<file path="src/rtl/calc_core.sv">
// Sequential calculator: add/sub/shift-add multiply into a 3-digit BCD result via double-dabble.
// Optional display refresh counter on sel when CALC_REFRESH_EN is defined (sel tied low otherwise).
module calc_core #(
   parameter int WIDTH        = 4,
   parameter int REFRESH_BITS = 17
) (
   input  logic             clk,
   input  logic             reset,
   input  logic [WIDTH-1:0] a,
   input  logic [WIDTH-1:0] b,
   input  logic             add,
   input  logic             sub,
   input  logic             mult,
   input  logic             squared,
   output logic [WIDTH-1:0] zero,
   output logic [WIDTH-1:0] one,
   output logic [WIDTH-1:0] two,
   output logic             sign,
   output logic             busy,
   output logic             done,
   output logic             sel
);

   localparam int RW = 2 * WIDTH;
   localparam int SW = 12 + RW;
   localparam logic [7:0] MUL_LAST  = 8'(WIDTH - 1);
   localparam logic [7:0] CONV_LAST = 8'(RW - 1);

   typedef enum logic [1:0] {
      IDLE = 2'd0,
      EXEC = 2'd1,
      CONV = 2'd2,
      DONE = 2'd3
   } state_t;

   typedef enum logic [1:0] {
      OP_ADD  = 2'd0,
      OP_SUB  = 2'd1,
      OP_MULT = 2'd2,
      OP_SQR  = 2'd3
   } op_t;

   state_t            state_r;
   state_t            state_s;
   op_t               op_r;
   op_t               op_s;
   logic [3:0]        btn_r;
   logic [3:0]        edge_s;
   logic              start_s;
   logic [WIDTH-1:0]  a_r;
   logic [WIDTH-1:0]  b_r;
   logic [RW-1:0]     mcand_r;
   logic [WIDTH-1:0]  mplier_r;
   logic [RW-1:0]     acc_r;
   logic [11:0]       bcd_r;
   logic [7:0]        cnt_r;
   logic              neg_r;
   logic [RW-1:0]     sum_s;
   logic [RW-1:0]     diff_s;
   logic [RW-1:0]     pp_s;
   logic [11:0]       adj_s;
   logic [SW-1:0]     shift_s;

   // Add 3 to every BCD digit that is 5 or more, ahead of the doubling shift
   function automatic logic [11:0] dabble_adj(input logic [11:0] v);
      logic [11:0] r;
      r = v;
      for (int i = 0; i < 3; i++) begin
         if (v[4*i +: 4] >= 4'd5) begin
            r[4*i +: 4] = v[4*i +: 4] + 4'd3;
         end else begin
            r[4*i +: 4] = v[4*i +: 4];
         end
      end
      return r;
   endfunction

   // Rising-edge detection and priority selection of the requested operation
   always_comb begin
      edge_s  = {squared, mult, sub, add} & ~btn_r;
      start_s = (state_r == IDLE) && (edge_s != 4'b0000);
      if (edge_s[3]) begin
         op_s = OP_SQR;
      end else if (edge_s[2]) begin
         op_s = OP_MULT;
      end else if (edge_s[1]) begin
         op_s = OP_SUB;
      end else begin
         op_s = OP_ADD;
      end
   end

   // Arithmetic and conversion datapath terms
   always_comb begin
      sum_s = RW'(a_r) + RW'(b_r);
      if (b_r > a_r) begin
         diff_s = RW'(b_r - a_r);
      end else begin
         diff_s = RW'(a_r - b_r);
      end
      if (mplier_r[0]) begin
         pp_s = acc_r + mcand_r;
      end else begin
         pp_s = acc_r;
      end
      adj_s   = dabble_adj(bcd_r);
      shift_s = {adj_s, acc_r} << 1;
   end

   // Next-state logic
   always_comb begin
      state_s = state_r;
      case (state_r)
         IDLE: begin
            if (start_s) begin
               state_s = EXEC;
            end else begin
               state_s = IDLE;
            end
         end
         EXEC: begin
            if ((op_r == OP_ADD) || (op_r == OP_SUB)) begin
               state_s = CONV;
            end else if (cnt_r == MUL_LAST) begin
               state_s = CONV;
            end else begin
               state_s = EXEC;
            end
         end
         CONV: begin
            if (cnt_r == CONV_LAST) begin
               state_s = DONE;
            end else begin
               state_s = CONV;
            end
         end
         DONE:    state_s = IDLE;
         default: state_s = IDLE;
      endcase
   end

   // State register
   always_ff @(posedge clk or posedge reset) begin
      if (reset) begin
         state_r <= IDLE;
      end else begin
         state_r <= state_s;
      end
   end

   // Button tracking, operand latch, working registers and registered outputs
   always_ff @(posedge clk or posedge reset) begin
      if (reset) begin
         btn_r    <= 4'b0000;
         op_r     <= OP_ADD;
         a_r      <= '0;
         b_r      <= '0;
         mcand_r  <= '0;
         mplier_r <= '0;
         acc_r    <= '0;
         bcd_r    <= 12'd0;
         cnt_r    <= 8'd0;
         neg_r    <= 1'b0;
         zero     <= '0;
         one      <= '0;
         two      <= '0;
         sign     <= 1'b0;
         busy     <= 1'b0;
         done     <= 1'b0;
      end else begin
         btn_r <= {squared, mult, sub, add};
         busy  <= (state_s != IDLE);
         done  <= (state_s == DONE);
         case (state_r)
            IDLE: begin
               if (start_s) begin
                  op_r     <= op_s;
                  a_r      <= a;
                  b_r      <= b;
                  mcand_r  <= RW'(a);
                  mplier_r <= (op_s == OP_SQR) ? a : b;
                  acc_r    <= '0;
                  bcd_r    <= 12'd0;
                  cnt_r    <= 8'd0;
                  neg_r    <= 1'b0;
               end
            end
            EXEC: begin
               case (op_r)
                  OP_ADD: begin
                     acc_r <= sum_s;
                     neg_r <= 1'b0;
                  end
                  OP_SUB: begin
                     acc_r <= diff_s;
                     neg_r <= (b_r > a_r);
                  end
                  default: begin
                     acc_r    <= pp_s;
                     mcand_r  <= mcand_r << 1;
                     mplier_r <= mplier_r >> 1;
                     neg_r    <= 1'b0;
                  end
               endcase
               cnt_r <= (state_s == CONV) ? 8'd0 : cnt_r + 8'd1;
            end
            CONV: begin
               bcd_r <= shift_s[SW-1:RW];
               acc_r <= shift_s[RW-1:0];
               cnt_r <= cnt_r + 8'd1;
               // Final shift lands directly in the display digits
               if (state_s == DONE) begin
                  zero <= WIDTH'(shift_s[RW+3:RW]);
                  one  <= WIDTH'(shift_s[RW+7:RW+4]);
                  two  <= WIDTH'(shift_s[RW+11:RW+8]);
                  sign <= neg_r;
               end
            end
            DONE: begin
               cnt_r <= 8'd0;
            end
            default: begin
               cnt_r <= 8'd0;
            end
         endcase
      end
   end

`ifdef CALC_REFRESH_EN
   logic [REFRESH_BITS-1:0] refresh_r;

   // Free-running display refresh counter; its MSB selects the digit
   always_ff @(posedge clk or posedge reset) begin
      if (reset) begin
         refresh_r <= '0;
      end else begin
         refresh_r <= refresh_r + {{(REFRESH_BITS-1){1'b0}}, 1'b1};
      end
   end

   assign sel = refresh_r[REFRESH_BITS-1];
`else
   assign sel = 1'b0;
`endif

endmodule

</file>
<file path="config.mk">
export PLATFORM = sky130hd
export DESIGN_NAME = calc_core
export DESIGN_NICKNAME = d
export VERILOG_FILES = /design/src/rtl/calc_core.sv
export SDC_FILE = /design/constraint.sdc
export NUM_CORES = 1
export LEC_CHECK = 0
export CORE_ASPECT_RATIO = 1.4
export CORE_MARGIN = 2
export CORE_UTILIZATION = 55
export CTS_CLUSTER_SIZE = 12
export DETAILED_ROUTE_END_ITERATION = 6
export PLACE_DENSITY = 0.71
export SYNTH_ARGS = -nofsm -noshare
export SYNTH_HDL_FRONTEND = slang
export SYNTH_SLANG_ARGS = --single-unit
</file>
<file path="constraint.sdc">
create_clock -name clk -period 4.7 [get_ports clk]
set_input_delay 1.41 -clock clk [delete_from_list [all_inputs] [get_ports clk]]
set_output_delay 1.41 -clock clk [all_outputs]
set_load 0.01 [all_outputs]
</file>
[Word-level counts from Yosys, hierarchy flattened]
Index checks and enable logic that the tools add are counted.
Operators by class
  bitwise logic cells: 2
  div/mod/pow operators: 0
  $lt $le $gt $ge: 4
  multiplexer cells: 30
  equality and inequality tests: 12
  reductions and logical operators: 16
  $mul: 0
  shift operators: 0
  add/sub/neg operators: 8
Operator list (number)
  two-way mux 8 bit: 6
  one-hot mux 8 bit (2 select lines): 2
  one-hot mux 8 bit (4 select lines): 1
  one-hot mux 12 bit (2 select lines): 1
  one-hot mux 8 bit (3 select lines): 1
  two-way mux 4 bit: 5
  >= comparator 4 x 3 -> 1 bit, second input constant: 3
  two-way mux 12 bit: 1
  == test 2 bit, second input constant: 5
  subtractor 4 x 4 -> 5 bit: 2
  adder 4 x 2 -> 4 bit, second input constant: 2
  adder 8 x 1 -> 8 bit, second input constant: 1
  adder 8 bit: 1
  == test 8 x 2 -> 1 bit, second input constant: 1
  == test 8 x 3 -> 1 bit, second input constant: 1
  two-way mux 2 bit: 4
  one-hot mux 2 bit (4 select lines): 1
  one-hot mux 4 bit (2 select lines): 1
  AND reduction 2 bit: 4
  AND reduction 3 bit: 2
  nonzero test 2 bit: 3
  adder 4 x 4 -> 5 bit: 1
  two-way mux 1 bit: 5
  bitwise AND 4 bit: 1
  14 further kinds: 17
Storage, ports and cells
  ROM bits: 0
  logic and storage cells: 89
  latch bits: 0
  memories: 0
  bits in writable memories: 0
  register bits after elaboration: 72

[Logic depth before layout (Yosys ltp)]
  depth in word-level cells: 9
  depth in mapped cells: 10
  mapped depth without buffers: 10

[Least setup slack after synthesis]
OpenSTA, ideal clock, no wires.
  kind: input port to flip-flop
  start: input squared
  end: register one[0]
  setup slack: 1.311 ns
  data arrival time: 3.264 ns
  stages: 10
  path through: nor2b_4 > buf_6 > or4_4 > or2_1 > buf_6 > and2_4 > buf_6 > nand3_4 > buf_12 > mux2_4
Between the ends
  word-level cells in the longest chain between the ends: 7
Ends and longest elaborated chain
  start, declared: line 14  | input logic squared,
  bitwise AND 4 bit: line 80  | edge_s = {squared, mult, sub, add} & ~btn_r;
  nonzero test 4 bit: line 81  | start_s = (state_r == IDLE) && (edge_s != 4'b0000);
  logical AND 1 bit: line 81
  two-way mux 1 bit: line 115  | if (start_s) begin
  one-hot mux 2 bit (4 select lines): line 113  | case (state_r)
  == test 2 bit: line 212  | if (state_s == DONE) begin
  AND reduction 2 bit (no line)
  end signal, assigned: line 214  | one <= WIDTH'(shift_s[RW+7:RW+4]);
  end, declared: line 16  | output logic [WIDTH-1:0] one,
No other way between the ends.
A chain may end at the register's enable or synchronous reset.

[Worst setup path in the final report]
  start: input squared
  end: register acc_r[5]
Between the ends
  word-level cells in the longest chain between the ends: 5
Ends and longest elaborated chain
  bitwise AND 4 bit: line 80
  nonzero test 4 bit: line 81
  logical AND 1 bit: line 81
  != test 2 bit (no line)
  AND reduction 3 bit (no line)
  end signal, assigned: line 191  | acc_r <= sum_s;
  end signal, assigned: line 195  | acc_r <= diff_s;
  end signal, assigned: line 199  | acc_r <= pp_s;
  end, declared: line 54  | logic [RW-1:0] acc_r;
No other way between the ends.

==> results.yml <==
drt:
  drc: 0
  ant_nets: 0
  drt_iter0_markers: 172
  viasPerCell: 5.785
  drtPass1Iterations: 5
  vias: 3309
  drt-wirelength-per-cell_um: 15.92
  wl_um: 9106
clock_tree:
  cts_max_path_buffers: 2
  cts_resized: 0
  cts_buffers: 9
  clk_pin_slew_ns: 0.08
  clkLatencyLatePin_ns: 0.35
  cts.sinks: 72
  hold_buffers: 0
  cts_root_buffer: "clkbuf_8"
  post-cts-setup-buffers: 0
  tritoncts: "done"
  htreeDepth: 3
yosys:
  netlist_area_mm2: 0.004382
  syn_nets: 489
  yosysSeqAreaShare: 0.4112
  netlist-cell-type-count: 58
  yosys_warnings: 0
  syn_inst: 441
  async_flop_share: 1.000
  synth_edf_count: 0
  synth_area_per_cell_um2: 9.936
  ys.flop_type: "dfrtp_1"
  synth_seq_cells: 72
critical_path:
  critPathKind: "input port to flip-flop"
  r2r_start: "state_r[1]"
  crit_required_ns: 4.96
  r2r_end: "acc_r[5]"
  worstPathMaxFanout: 8
  reg2reg_depth: 7
  arrival_ns: 3.90
  critPathCaptureType: "flip-flop"
  worst_setup_path_start_kind: "input port"
  r2r_slack_ns: 1.56
  crit_start: "squared"
timing:
  slew_violations: 0
  worst_slew_pin_slew_ns: 1.017
  relSlewSlack: 0.3168
  setup-violations-final: 0
  timing.final.crit_share: 0.7742
  fin_setup_tns_ns: 0
  hold_viol: 0
  rsz0062_at_grt: "no"
  period_minus_slack_ns: 3.639
  clock_skew_ns: 0.005934
  fmax_mhz: 274.8
finish:
  layout_common_cells: "dfrtp_1, nand2_1, o21ai_0"
  num_antenna_cells: 0
  fin_area_mm2: 0.004969
  drive_above_1_share: 0.1102
  final_common_cell: "dfrtp_1"
  area_growth_pct: 13.39
  nets: 515
  finish.utilization: 0.6411
place:
  dpl_cell_area_mm2: 0.004715
  dp_hpwl_um: 6811
  gp_congestion: 0.8714
  place.port_buffers: 28
global_routing:
  track_usage: 0.2266
  grt.overflow.total: 0
  grt_pass1_wl_um: 15240
  antenna_found_initial: 0
  grt_pass1_vias: 3232
  grt_max_degree: 32
min_path:
  whs_path_depth: 2
  worstHoldPathType: "flip-flop to flip-flop"
  min_to: "mplier_r[1]"
  hold_start: "mplier_r[1]"
power:
  switching_share: 0.4196
  power_frac_comb: 0.484
  p_sw_mw: 1.278
  power_density_mw_per_mm2: 612.8
  pwr-share-seq: 0.312
  clkPwrFrac: 0.204
  p_int_mw: 1.767
  p_leak_nw: 2.371
  ir_worst_vdd_mv: 0.4886
die:
  rows: 38
  io_pins: 30
  die_h_um: 109.6
  die_w_um: 79.44
  start_util: 0.5654
  core_region_area_mm2: 0.007750
  die-area_mm2: 0.008707
job:
  drv_cap: 0
outcome:
  status: "finished, final reports clean"
## layout make-up
| type | count | area (µm²) |
|---|---|---|
| fill | 660 | 2781 |
| multi-input combinational | 320 | 2350 |
| sequential | 72 | 1802 |
| timing repair buffer | 34 | 325.3 |
| clock buffer | 12 | 155.1 |
| tap | 100 | 125.1 |
| inverter | 30 | 112.6 |
| clock inverter | 4 | 98.84 |
## through the flow
stage / hold slack (ns) / worst slack [ns] / total power [mW] / instances
floorplan: 0.4488 / 1.311 / 2.052 / 441
global placement: 0.4627 / 0.9140 / 2.379 / 556
detailed placement: 0.4702 / 0.7391 / 2.427 / 556
CTS: 0.4884 / 1.106 / 3.049 / 572
global route: 0.5186 / 0.9346 / 3.278 / 572
finish: 0.4891 / 1.061 / 3.045 / 572
## cells by family after synthesis
logic type      count (synthesis)  share of synthesized area
compound gates                120                     0.1790
xor+xnor                       12                    0.02399
fa+ha+maj                      34                     0.1039
buf+inv                        49                    0.05254
flops                          72                     0.4112
mux                            35                    0.09480
other cells                     1                  0.0008558
simple gates                  118                     0.1336
## cell usage after synthesis (all sizes together) (2+ instances only)
| cell | n | area share |
|---|---|---|
| a21o | 6 | 0.010 |
| a21oi | 20 | 0.023 |
| a22o | 18 | 0.036 |
| a31oi | 4 | 0.0057 |
| and2 | 3 | 0.0049 |
| and3 | 6 | 0.0086 |
| buf | 8 | 0.017 |
| clkbuf | 11 | 0.0094 |
| dfrtp | 72 | 0.41 |
| fa | 4 | 0.018 |
| ha | 30 | 0.086 |
| inv | 30 | 0.026 |
| mux2 | 22 | 0.065 |
| mux2i | 13 | 0.030 |
| nand2 | 47 | 0.040 |
| nand2b | 5 | 0.0071 |
| nand3 | 8 | 0.012 |
| nand4b | 2 | 0.0040 |
| nor2 | 24 | 0.021 |
| nor2b | 9 | 0.015 |
| nor3 | 4 | 0.0046 |
| o211ai | 4 | 0.0069 |
| o21a | 3 | 0.0051 |
| o21ai | 42 | 0.048 |
| o21bai | 2 | 0.0034 |
| o221ai | 4 | 0.0080 |
| o31ai | 6 | 0.010 |
| or2 | 2 | 0.0029 |
| or3 | 2 | 0.0029 |
| or4 | 2 | 0.0043 |
| xnor2 | 7 | 0.014 |
| xor2 | 5 | 0.010 |
## sequential cells by signal (all words and copies together), names as in the netlist, 8 cells and up
register	cells
bcd_r	12
acc_r	8
cnt_r	8
mcand_r	8
## per-layer routing
metal	GRT usage	routed length, µm
met5	0	0
met4	0.1059	189
met3	0.02874	262
met2	0.4142	4845
met1	0.2602	3808
## how the worst max path moves through the flow
| stage | end | slack, ns | cells past startpoint |
|---|---|---|---|
| 6_report | acc_r[5] | 1.06 | 7 |
| 5_1_grt | acc_r[5] | 0.93 | 7 |
| 4_1_cts | acc_r[5] | 1.11 | 7 |
| 3_5_place_dp | acc_r[5] | 0.74 | 7 |
| 3_3_place_gp | acc_r[5] | 0.91 | 7 |
| 2_1_floorplan | one[0] | 1.31 | 10 |
## worst max-delay path, cell delays in order
cell	delay (ns)
clkdlybuf4s50_1	0.48
nor2b_4	0.26
or4_4	0.18
nor2_1	0.09
nor3_1	0.83
nand4_1	0.34
o221ai_1	0.30
## power by group through the flow
stage          Clock, mW  Sequential (mW)  Combinational, mW
2_1_floorplan          0            0.883               1.17
5_1_grt            0.657            0.976               1.65
4_1_cts            0.628            0.952               1.47
3_3_place_gp           0            0.955               1.42
3_5_place_dp           0            0.964               1.46
6_report           0.620            0.951               1.47
(Power assumes the default switching activity.)
